--- src/rtl/hilo_unit_pkg.sv ---
//------------------------------------------------------------------------------
// hilo_unit_pkg : shared pipeline types for the HI/LO shadow register unit
// Rev 1.0
//------------------------------------------------------------------------------
`default_nettype none

package hilo_unit_pkg;

    localparam int W_DATA  = 32;
    localparam int N_SLOTS = 2;

    // One in-flight HI/LO write record; each half carries its own valid bit
    typedef struct packed {
        logic              hi_valid;
        logic [W_DATA-1:0] hi_data;
        logic              lo_valid;
        logic [W_DATA-1:0] lo_data;
    } slot_t;

endpackage

`default_nettype wire

--- src/rtl/hilo_unit_if.sv ---
//------------------------------------------------------------------------------
// hilo_unit_if : EX-stage write/read bundle between the pipeline and hilo_unit
// Rev 1.0
//------------------------------------------------------------------------------
`default_nettype none

interface hilo_unit_if;
    import hilo_unit_pkg::*;

    logic              stall;
    logic              flush;
    logic              md_busy;
    logic              hi_write;
    logic [W_DATA-1:0] hi_write_data;
    logic              lo_write;
    logic [W_DATA-1:0] lo_write_data;
    logic              mf_req;
    logic [W_DATA-1:0] hi;
    logic [W_DATA-1:0] lo;
    logic [W_DATA-1:0] hi_arch;
    logic [W_DATA-1:0] lo_arch;
    logic              mf_stall;

    modport master (
        output stall, flush, md_busy, hi_write, hi_write_data,
               lo_write, lo_write_data, mf_req,
        input  hi, lo, hi_arch, lo_arch, mf_stall
    );

    modport slave (
        input  stall, flush, md_busy, hi_write, hi_write_data,
               lo_write, lo_write_data, mf_req,
        output hi, lo, hi_arch, lo_arch, mf_stall
    );

endinterface

`default_nettype wire

--- src/rtl/hilo_unit.sv ---
//------------------------------------------------------------------------------
// hilo_unit : HI/LO registers with MEM/WB shadow slots and newest-first forwarding
// Rev 1.0
//------------------------------------------------------------------------------
`default_nettype none

module hilo_unit
    import hilo_unit_pkg::*;
(
    input  wire logic  clk,
    input  wire logic  rst,
    hilo_unit_if.slave bus
);

    // shadow[0] is S1 (MEM), shadow[N_SLOTS-1] is S2 (WB)
    slot_t             shadow [N_SLOTS];
    logic [W_DATA-1:0] arch_hi;
    logic [W_DATA-1:0] arch_lo;
    logic [W_DATA-1:0] fwd_hi;
    logic [W_DATA-1:0] fwd_lo;

    always_ff @(posedge clk or posedge rst) begin
        if (rst) begin
            for (int i = 0; i < N_SLOTS; i++) begin
                shadow[i] <= '0;
            end
            arch_hi <= '0;
            arch_lo <= '0;
        end else if (bus.flush) begin
            // Only the valid bits are dropped; stale data is never selected
            for (int i = 0; i < N_SLOTS; i++) begin
                shadow[i].hi_valid <= 1'b0;
                shadow[i].lo_valid <= 1'b0;
            end
        end else if (!bus.stall) begin
            if (shadow[N_SLOTS-1].hi_valid) begin
                arch_hi <= shadow[N_SLOTS-1].hi_data;
            end
            if (shadow[N_SLOTS-1].lo_valid) begin
                arch_lo <= shadow[N_SLOTS-1].lo_data;
            end
            for (int i = N_SLOTS - 1; i > 0; i--) begin
                shadow[i] <= shadow[i-1];
            end
            shadow[0] <= '{hi_valid: bus.hi_write,
                           hi_data:  bus.hi_write_data,
                           lo_valid: bus.lo_write,
                           lo_data:  bus.lo_write_data};
        end
    end

    // Oldest source first so that younger valid slots overwrite the result
    always_comb begin
        fwd_hi = arch_hi;
        fwd_lo = arch_lo;
        for (int i = N_SLOTS - 1; i >= 0; i--) begin
            if (shadow[i].hi_valid) begin
                fwd_hi = shadow[i].hi_data;
            end
            if (shadow[i].lo_valid) begin
                fwd_lo = shadow[i].lo_data;
            end
        end
    end

    assign bus.hi       = fwd_hi;
    assign bus.lo       = fwd_lo;
    assign bus.hi_arch  = arch_hi;
    assign bus.lo_arch  = arch_lo;
    assign bus.mf_stall = bus.mf_req & bus.md_busy;

endmodule

`default_nettype wire
--- src/flat_wrapper.sv ---
// flat-port wrapper written by rule: the top's interface ports become plain ports
module hilo_unit_flat import hilo_unit_pkg::*;
  (clk, rst, bus_stall, bus_flush, bus_md_busy, bus_hi_write, bus_hi_write_data, bus_lo_write, bus_lo_write_data, bus_mf_req, bus_hi, bus_lo, bus_hi_arch, bus_lo_arch, bus_mf_stall);
  hilo_unit_if bus_i ();
  input  wire logic clk;
  input  wire logic rst;
  input wire logic [$bits(bus_i.stall)-1:0] bus_stall;
  input wire logic [$bits(bus_i.flush)-1:0] bus_flush;
  input wire logic [$bits(bus_i.md_busy)-1:0] bus_md_busy;
  input wire logic [$bits(bus_i.hi_write)-1:0] bus_hi_write;
  input wire logic [$bits(bus_i.hi_write_data)-1:0] bus_hi_write_data;
  input wire logic [$bits(bus_i.lo_write)-1:0] bus_lo_write;
  input wire logic [$bits(bus_i.lo_write_data)-1:0] bus_lo_write_data;
  input wire logic [$bits(bus_i.mf_req)-1:0] bus_mf_req;
  output wire logic [$bits(bus_i.hi)-1:0] bus_hi;
  output wire logic [$bits(bus_i.lo)-1:0] bus_lo;
  output wire logic [$bits(bus_i.hi_arch)-1:0] bus_hi_arch;
  output wire logic [$bits(bus_i.lo_arch)-1:0] bus_lo_arch;
  output wire logic [$bits(bus_i.mf_stall)-1:0] bus_mf_stall;
  assign bus_i.stall = bus_stall;
  assign bus_i.flush = bus_flush;
  assign bus_i.md_busy = bus_md_busy;
  assign bus_i.hi_write = bus_hi_write;
  assign bus_i.hi_write_data = bus_hi_write_data;
  assign bus_i.lo_write = bus_lo_write;
  assign bus_i.lo_write_data = bus_lo_write_data;
  assign bus_i.mf_req = bus_mf_req;
  assign bus_hi = bus_i.hi;
  assign bus_lo = bus_i.lo;
  assign bus_hi_arch = bus_i.hi_arch;
  assign bus_lo_arch = bus_i.lo_arch;
  assign bus_mf_stall = bus_i.mf_stall;
  hilo_unit u_core (.clk(clk), .rst(rst), .bus(bus_i));
endmodule
--- config.mk ---
export PLATFORM = sky130hd
export DESIGN_NAME = hilo_unit_flat
export DESIGN_NICKNAME = d
export VERILOG_FILES = /design/src/rtl/hilo_unit_pkg.sv /design/src/rtl/hilo_unit_if.sv /design/src/rtl/hilo_unit.sv /design/src/flat_wrapper.sv
export SDC_FILE = /design/constraint.sdc
export NUM_CORES = 1
export LEC_CHECK = 0
export ABC_CLOCK_PERIOD_IN_PS = 7000
export BUFFER_PORTS_ARGS = -buffer_cell sky130_fd_sc_hd__buf_2
export CAP_MARGIN = 0
export CORE_MARGIN = 8
export CORE_UTILIZATION = 31
export CTS_CLUSTER_SIZE = 20
export DETAILED_ROUTE_END_ITERATION = 8
export PLACE_DENSITY_LB_ADDON = 0.1
export SKIP_LAST_GASP = 1
export SLEW_MARGIN = 20
export SYNTH_ARGS = -nofsm -noshare
export SYNTH_HDL_FRONTEND = slang
export SYNTH_SLANG_ARGS = --single-unit
export TNS_END_PERCENT = 1
--- constraint.sdc ---
create_clock -name clk -period 7 [get_ports clk]
set_input_delay 1.4 -clock clk [delete_from_list [all_inputs] [get_ports clk]]
set_output_delay 1.4 -clock clk [all_outputs]
set_load 0.01 [all_outputs]
==> results by group, run 1 <==
Outcome
  • Outcome: complete, no violations

Min path
  • Worst Hold Class: reg -> reg

Cells and area
  • Post-route cell area: 10500 um2
  • Most frequent cells in the layout: buf_2 (200), dfrtp_1 (192), mux2_2 (187)
  • Fin util: 37.91%
  • Share of cells above drive strength 1: 51.74%
  • Footprint of the multi-input gates: 3473 um2
  • # nets final: 890
  • Fill count: 2676
  • Most common cell after layout, fill and taps aside: buf_2
  • Register area: 4917 um2
  • Area Overhead vs Synth: 20.67%
  • ANT cells: 0

Clock network
  • Max clock buf depth: 2
  • Num CTS Buffers: 17
  • Hold buffers post-CTS: 0
  • CTS root buf: clkbuf_16
  • Post-CTS sizing: 0
  • Clock-pin slew on the worst setup and hold paths: 0.08 ns
  • Clock latency at the later pin of the worst-skew pair: 0.42 ns
  • CTS tree: yes
  • # clock sinks: 196
  • Post-CTS Repair Setup Buffers: 0
  • H-tree levels: 4

Timing
  • Final period util: 48.65%
  • Worst rel slew slack: 36.73%
  • Final Skew: 0.01208 ns
  • Maximum clock rate: 0.2936 GHz
  • Final hold viol count: 0
  • Worst-Margin Slew: 0.9491 ns
  • Max Slew Vio Count: 0
  • RSZ-0062 raised after global routing: false
  • Finish-stage setup viols: 0
  • Post-Route Setup TNS: 0 ns
  • Fin crit period: 3.406 ns

GRT
  • GRT Resource Usage Total: 13.21%
  • Initial antenna violation count: 1
  • Vias in the first global route: 6102
  • First-pass GRT wire length: 34960 um
  • Largest net degree at the start of global routing: 124
  • Remaining Overflow, GRT: 0

Place
  • Placer Congestion: 0.7039
  • Hpwl dp: 14520 um
  • Post-DP Area: 9918 um2
  • IO buf count: 200

Die
  • Height of the chip: 183.6 um
  • Initial Utilization: 31.42%
  • Die ar.: 33700 um2
  • Width of the die: 183.6 um
  • # rows: 61
  • Core area: 27710 um2
  • Ports: 201

Route
  • Via density: 4.654
  • ANT nets after route: 0
  • Drt pass-1 iters: 4
  • # DRC: 0
  • Detailed router's first-iteration violation count: 306
  • Via count: 5627
  • WL/cell: 18.39 um
  • Drt total wl: 22240 um

Pwr
  • Leakage: 4.701 nW
  • Worst VDD drop: 0.0001494 V
  • Power density cells: 320.9 nW/um2

Logic synthesis
  • Yosys warns: 0
  • Mapped cell area: 8705 um2
  • Cells after Synth: 637
  • Synth Register Bits: 196
  • Sequential element share of the synthesized area: 56.35%
  • Netlist cell types: 14
  • Syn nets: 709
  • Avg Synthesized Cell Area: 13.66 um2

Flow run
  • Max Cap Viol: 0

Worst setup path
  • Arr. time, crit path: 2.01 ns
  • Worst path max stage delay: 0.53 ns
  • Crit-path cells: buf_4 > mux2i_1 > o21ai_0 > buf_2
  • Worst-path maximum fanout: 34
  • Worst Setup Path Type: reg -> out
  • CP Buf/Inv Count: 2
  • Worst path required time: 5.60 ns
  • CP endpoint kind: output port
  • Worst Setup Start Kind: register
  • Cell family with most CP delay: buffers and inverters
  • Critical path's slowest cell: buf_4
==> cell type report <==
cell class,count,area share [%]
clock inverters,12,1.394
clock buffers,20,4.157
flip-flops and latches,196,46.81
well taps,378,4.503
multi-input cells,396,33.07
repair buffers,206,9.958
inverters,1,0.1072
==> synthesized netlist by cell type (all sizes together) <==
master / instances / area share, %
dfrtp: 196 / 56
o21ai: 64 / 3.7
inv: 1 / 0.043
nor3b: 2 / 0.43
mux2i: 68 / 7.8
mux2: 192 / 25
nand2: 64 / 2.8
clkbuf: 14 / 0.60
buf: 30 / 3.2
and2: 1 / 0.072
nor2: 5 / 0.22
==> sequential cells by signal, summed over array words and instances, names as in the netlist <==
signal / flops
u_core.shadow: 132
u_core.bus.hi_arch: 32
u_core.bus.lo_arch: 32
==> metal layers <==
metal / wire, um / GRT usage, % / up-vias
met1: 9709 / 16.43 / 2844
li1: - / - / 2602
met4: 225 / 3.416 / 2
met5: 9 / 0 / -
met3: 1730 / 4.783 / 20
met2: 10570 / 21.48 / 159
==> cells by family after synthesis <==
kind of cell           synth area share (%)
multiplexers                          32.66
flip-flops                            56.35
AND/OR/NAND/NOR                       3.479
AO/OA/AOI/OAI                         3.680
buffers and inverters                 3.838
==> final timing paths <==
kind | to | from | slack (ns) | cells past startpoint
worst max-delay path | bus_lo[29] | u_core.shadow[32]$_DFFE_PP0P_ | 3.59 | 4
worst min-delay path | u_core.bus.lo_arch[20]$_DFFE_PP0P_ | u_core.bus.lo_arch[20]$_DFFE_PP0P_ | 0.51 | 1
worst max register to register | u_core.bus.hi_arch[10]$_DFFE_PP0P_ | u_core.shadow[65]$_DFFE_PP0P_ | 4.81 | 3
worst min register to register | u_core.bus.lo_arch[20]$_DFFE_PP0P_ | u_core.bus.lo_arch[20]$_DFFE_PP0P_ | 0.51 | 1
max in group asynchronous | u_core.shadow[131]$_DFFE_PP0P_ | rst | 4.16 | 3
min in group asynchronous | u_core.shadow[27]$_DFFE_PP0P_ | rst | 1.13 | 2
==> power breakdown <==
group	switching, W	internal (W)
logic	0.000384	0.000407
registers	0.000203	0.00138
clock network	0.000457	0.000537
==> per-stage QoR <==
stage	setup WS, ns	total power (W)	hold WS [ns]	cells
CTS	3.370	0.003439	0.5203	1209
global route	3.450	0.003588	0.5491	1209
finish	3.594	0.003371	0.5105	1209
global placement	3.307	0.002379	0.4903	1177
floorplan	0.2594	0.002039	0.4825	637
detailed placement	3.247	0.002421	0.5025	1177
(Power assumes the default switching activity.)
==> run 2, diff against run 1 <==
--- a/config.mk
+++ b/config.mk
@@ -5,7 +5,7 @@
 export SDC_FILE = /design/constraint.sdc
 export NUM_CORES = 1
 export LEC_CHECK = 0
-export ABC_CLOCK_PERIOD_IN_PS = 7000
+export ABC_CLOCK_PERIOD_IN_PS = 3300
 export BUFFER_PORTS_ARGS = -buffer_cell sky130_fd_sc_hd__buf_2
 export CAP_MARGIN = 0
 export CORE_MARGIN = 8
==> constraint.sdc (replaced) <==
create_clock -name clk -period 3.3 [get_ports clk]
set_input_delay 0.66 -clock clk [delete_from_list [all_inputs] [get_ports clk]]
set_output_delay 0.66 -clock clk [all_outputs]
set_load 0.01 [all_outputs]
==> run 2 against run 1 <==
Setup slack worse by 3.0 ns. Count of clock-buffer cells in the layout is 1 lower. Largest cell class unchanged. Flip-flop and latch count stayed put. Register-to-register slack worse by 3.5 ns. Combinational power is 110% higher. Critical path depth stayed put. Clock power is 100% higher. Wire length is 2.2% lower.
==> results by group, run 2 (same netlist as run 1, synthesis figures left out) <==
Timing
  • Final period util: 81.65%
  • Post-Route Setup TNS: 0 ns
  • RSZ-0062 raised after global routing: false
  • Hold Slack: 0.3228 ns
  • Worst-Margin Slew: 0.7769 ns
  • Worst rel slew slack: 48.21%
  • Finish-stage setup viols: 0
  • Final hold viol count: 0
  • Fin crit period: 2.694 ns
  • Max Slew Vio Count: 0
  • Maximum clock rate: 0.3711 GHz
  • Final Skew: 0.01109 ns

Pwr
  • Sw Pwr: 0.002213 W
  • Seq pwr share: 47.9%
  • Power density cells: 664.5 nW/um2
  • Clock group share of total power: 28.2%
  • Combinational cell fraction of total power: 23.9%
  • Internal: 0.004826 W
  • Leakage: 4.769 nW
  • Worst VDD drop: 0.0003348 V
  • Sw Share: 31.44%

Route
  • Via density: 4.622
  • ANT nets after route: 0
  • Via count: 5630
  • # DRC: 0
  • Drt total wl: 21750 um
  • Drt pass-1 iters: 4
  • Detailed router's first-iteration violation count: 231
  • WL/cell: 17.86 um

Cells and area
  • Fill count: 2703
  • Final std cells w/o fill: 1218
  • Share of cells above drive strength 1: 52.50%
  • Biggest register: u_core.shadow
  • Most common cell after layout, fill and taps aside: buf_2
  • # nets final: 900
  • Number of flip-flops in the largest register: 132
  • ANT cells: 0
  • Most frequent cells in the layout: buf_2 (200), dfrtp_1 (192), mux2_2 (187)
  • Register area: 4910 um2
  • Footprint of the multi-input gates: 3473 um2
  • Area Overhead vs Synth: 21.69%

Clock network
  • Post-CTS Repair Setup Buffers: 0
  • Clock-pin slew on the worst setup and hold paths: 0.07 ns
  • Post-CTS sizing: 0
  • CTS root buf: clkbuf_16
  • Max clock buf depth: 2
  • Num CTS Buffers: 17
  • CTS tree: yes
  • # clock sinks: 196
  • H-tree levels: 4
  • Hold buffers post-CTS: 0
  • Clock latency at the later pin of the worst-skew pair: 0.42 ns

Worst setup path
  • Worst Setup Start Kind: register
  • Worst-path maximum fanout: 42
  • Worst Setup Path Type: reg -> out
  • Worst path required time: 2.64 ns
  • CP endpoint kind: output port
  • Arr. time, crit path: 2.03 ns

Die
  • Width of the die: 183.6 um
  • Height of the chip: 183.6 um
  • Ports: 201
  • Die ar.: 33700 um2
  • # rows: 61
  • Initial Utilization: 31.42%
  • Core area: 27710 um2

Place
  • Placer Congestion: 0.7379
  • Dpl cells: 1187
  • Hpwl dp: 14990 um
  • IO buf count: 200

GRT
  • Initial antenna violation count: 4
  • GRT Resource Usage Total: 13.11%
  • Largest net degree at the start of global routing: 73
  • Vias in the first global route: 6224
  • Remaining Overflow, GRT: 0
  • First-pass GRT wire length: 34610 um

Min path
  • Worst Hold Class: in -> async

Outcome
  • Outcome: complete, no violations

Flow run
  • Max Cap Viol: 0
run 2: changes by cell type in the layout (fill, tap and decap cells not counted), sizes merged:
cell      change
bufinv        -2
clkinvlp      -3
buf          +10
inv           +1
clkbuf        -1
clkinv        +4
run 2: critical path, cell delays in order (launching register included):
cell	delay (ns)
dfrtp_2	0.82
buf_4	0.38
nand2_1	0.08
o21ai_0	0.13
buf_2	0.20
run 2: power by group through the flow:
stage | registers, W | clock network [W] | logic (W)
final | 0.00337 | 0.00199 | 0.00168
after global routing | 0.00346 | 0.00218 | 0.00186
after CTS | 0.00337 | 0.00209 | 0.00173
after detailed placement | 0.00342 | 0 | 0.00173
after global placement | 0.00339 | 0 | 0.00169
after floorplan | 0.00338 | 0 | 0.000950
run 2: routing by layer:
layer | wire (um) | global-route usage (%) | vias up
met1 | 9795 | 16.21 | 2824
met3 | 1639 | 4.921 | 21
met2 | 10020 | 21.26 | 150
li1 | - | - | 2629
met4 | 256 | 3.416 | 6
met5 | 41 | 0 | -
run 2: path summary, 6_finish.rpt:
check	from	endpoint	slack, ns	cells after the start
hold / removal	rst	u_core.shadow[101]$_DFFE_PP0P_	0.32	2
setup / recovery	u_core.shadow[131]$_DFFE_PP0P_	bus_hi[30]	0.61	4
min in group clk	bus_lo_write_data[20]	u_core.shadow[86]$_DFFE_PP0P_	0.46	2
max in group asynchronous	rst	u_core.shadow[36]$_DFFE_PP0P_	2.18	3
setup reg to reg	u_core.shadow[32]$_DFFE_PP0P_	u_core.bus.lo_arch[4]$_DFFE_PP0P_	1.29	3
hold reg to reg	u_core.bus.lo_arch[21]$_DFFE_PP0P_	u_core.bus.lo_arch[21]$_DFFE_PP0P_	0.53	1
run 2: final cells by class:
type	instances	area share (%)
Sequential cell	196	46.35
Multi-Input combinational cell	396	32.79
Timing Repair Buffer	216	11.06
Tap cell	378	4.465
Clock buffer	19	4.181
Clock inverter	12	1.087
Inverter	1	0.07087
run 2: through the flow:
| stage | worst slack [ns] | utilization, % | cell area, um2 | power, W |
|---|---|---|---|---|
| finish | 0.6055 | 38.23 | 10590 | 0.007039 |
| floorplan | 0.1076 | - | 8708 | 0.004326 |
| detailed placement | 0.9882 | 36.22 | 10030 | 0.005144 |
| CTS | 0.5159 | 38.23 | 10590 | 0.007194 |
| global placement | 0.9822 | 36.22 | 10030 | 0.005076 |
| global route | 0.4146 | 38.23 | 10590 | 0.007503 |
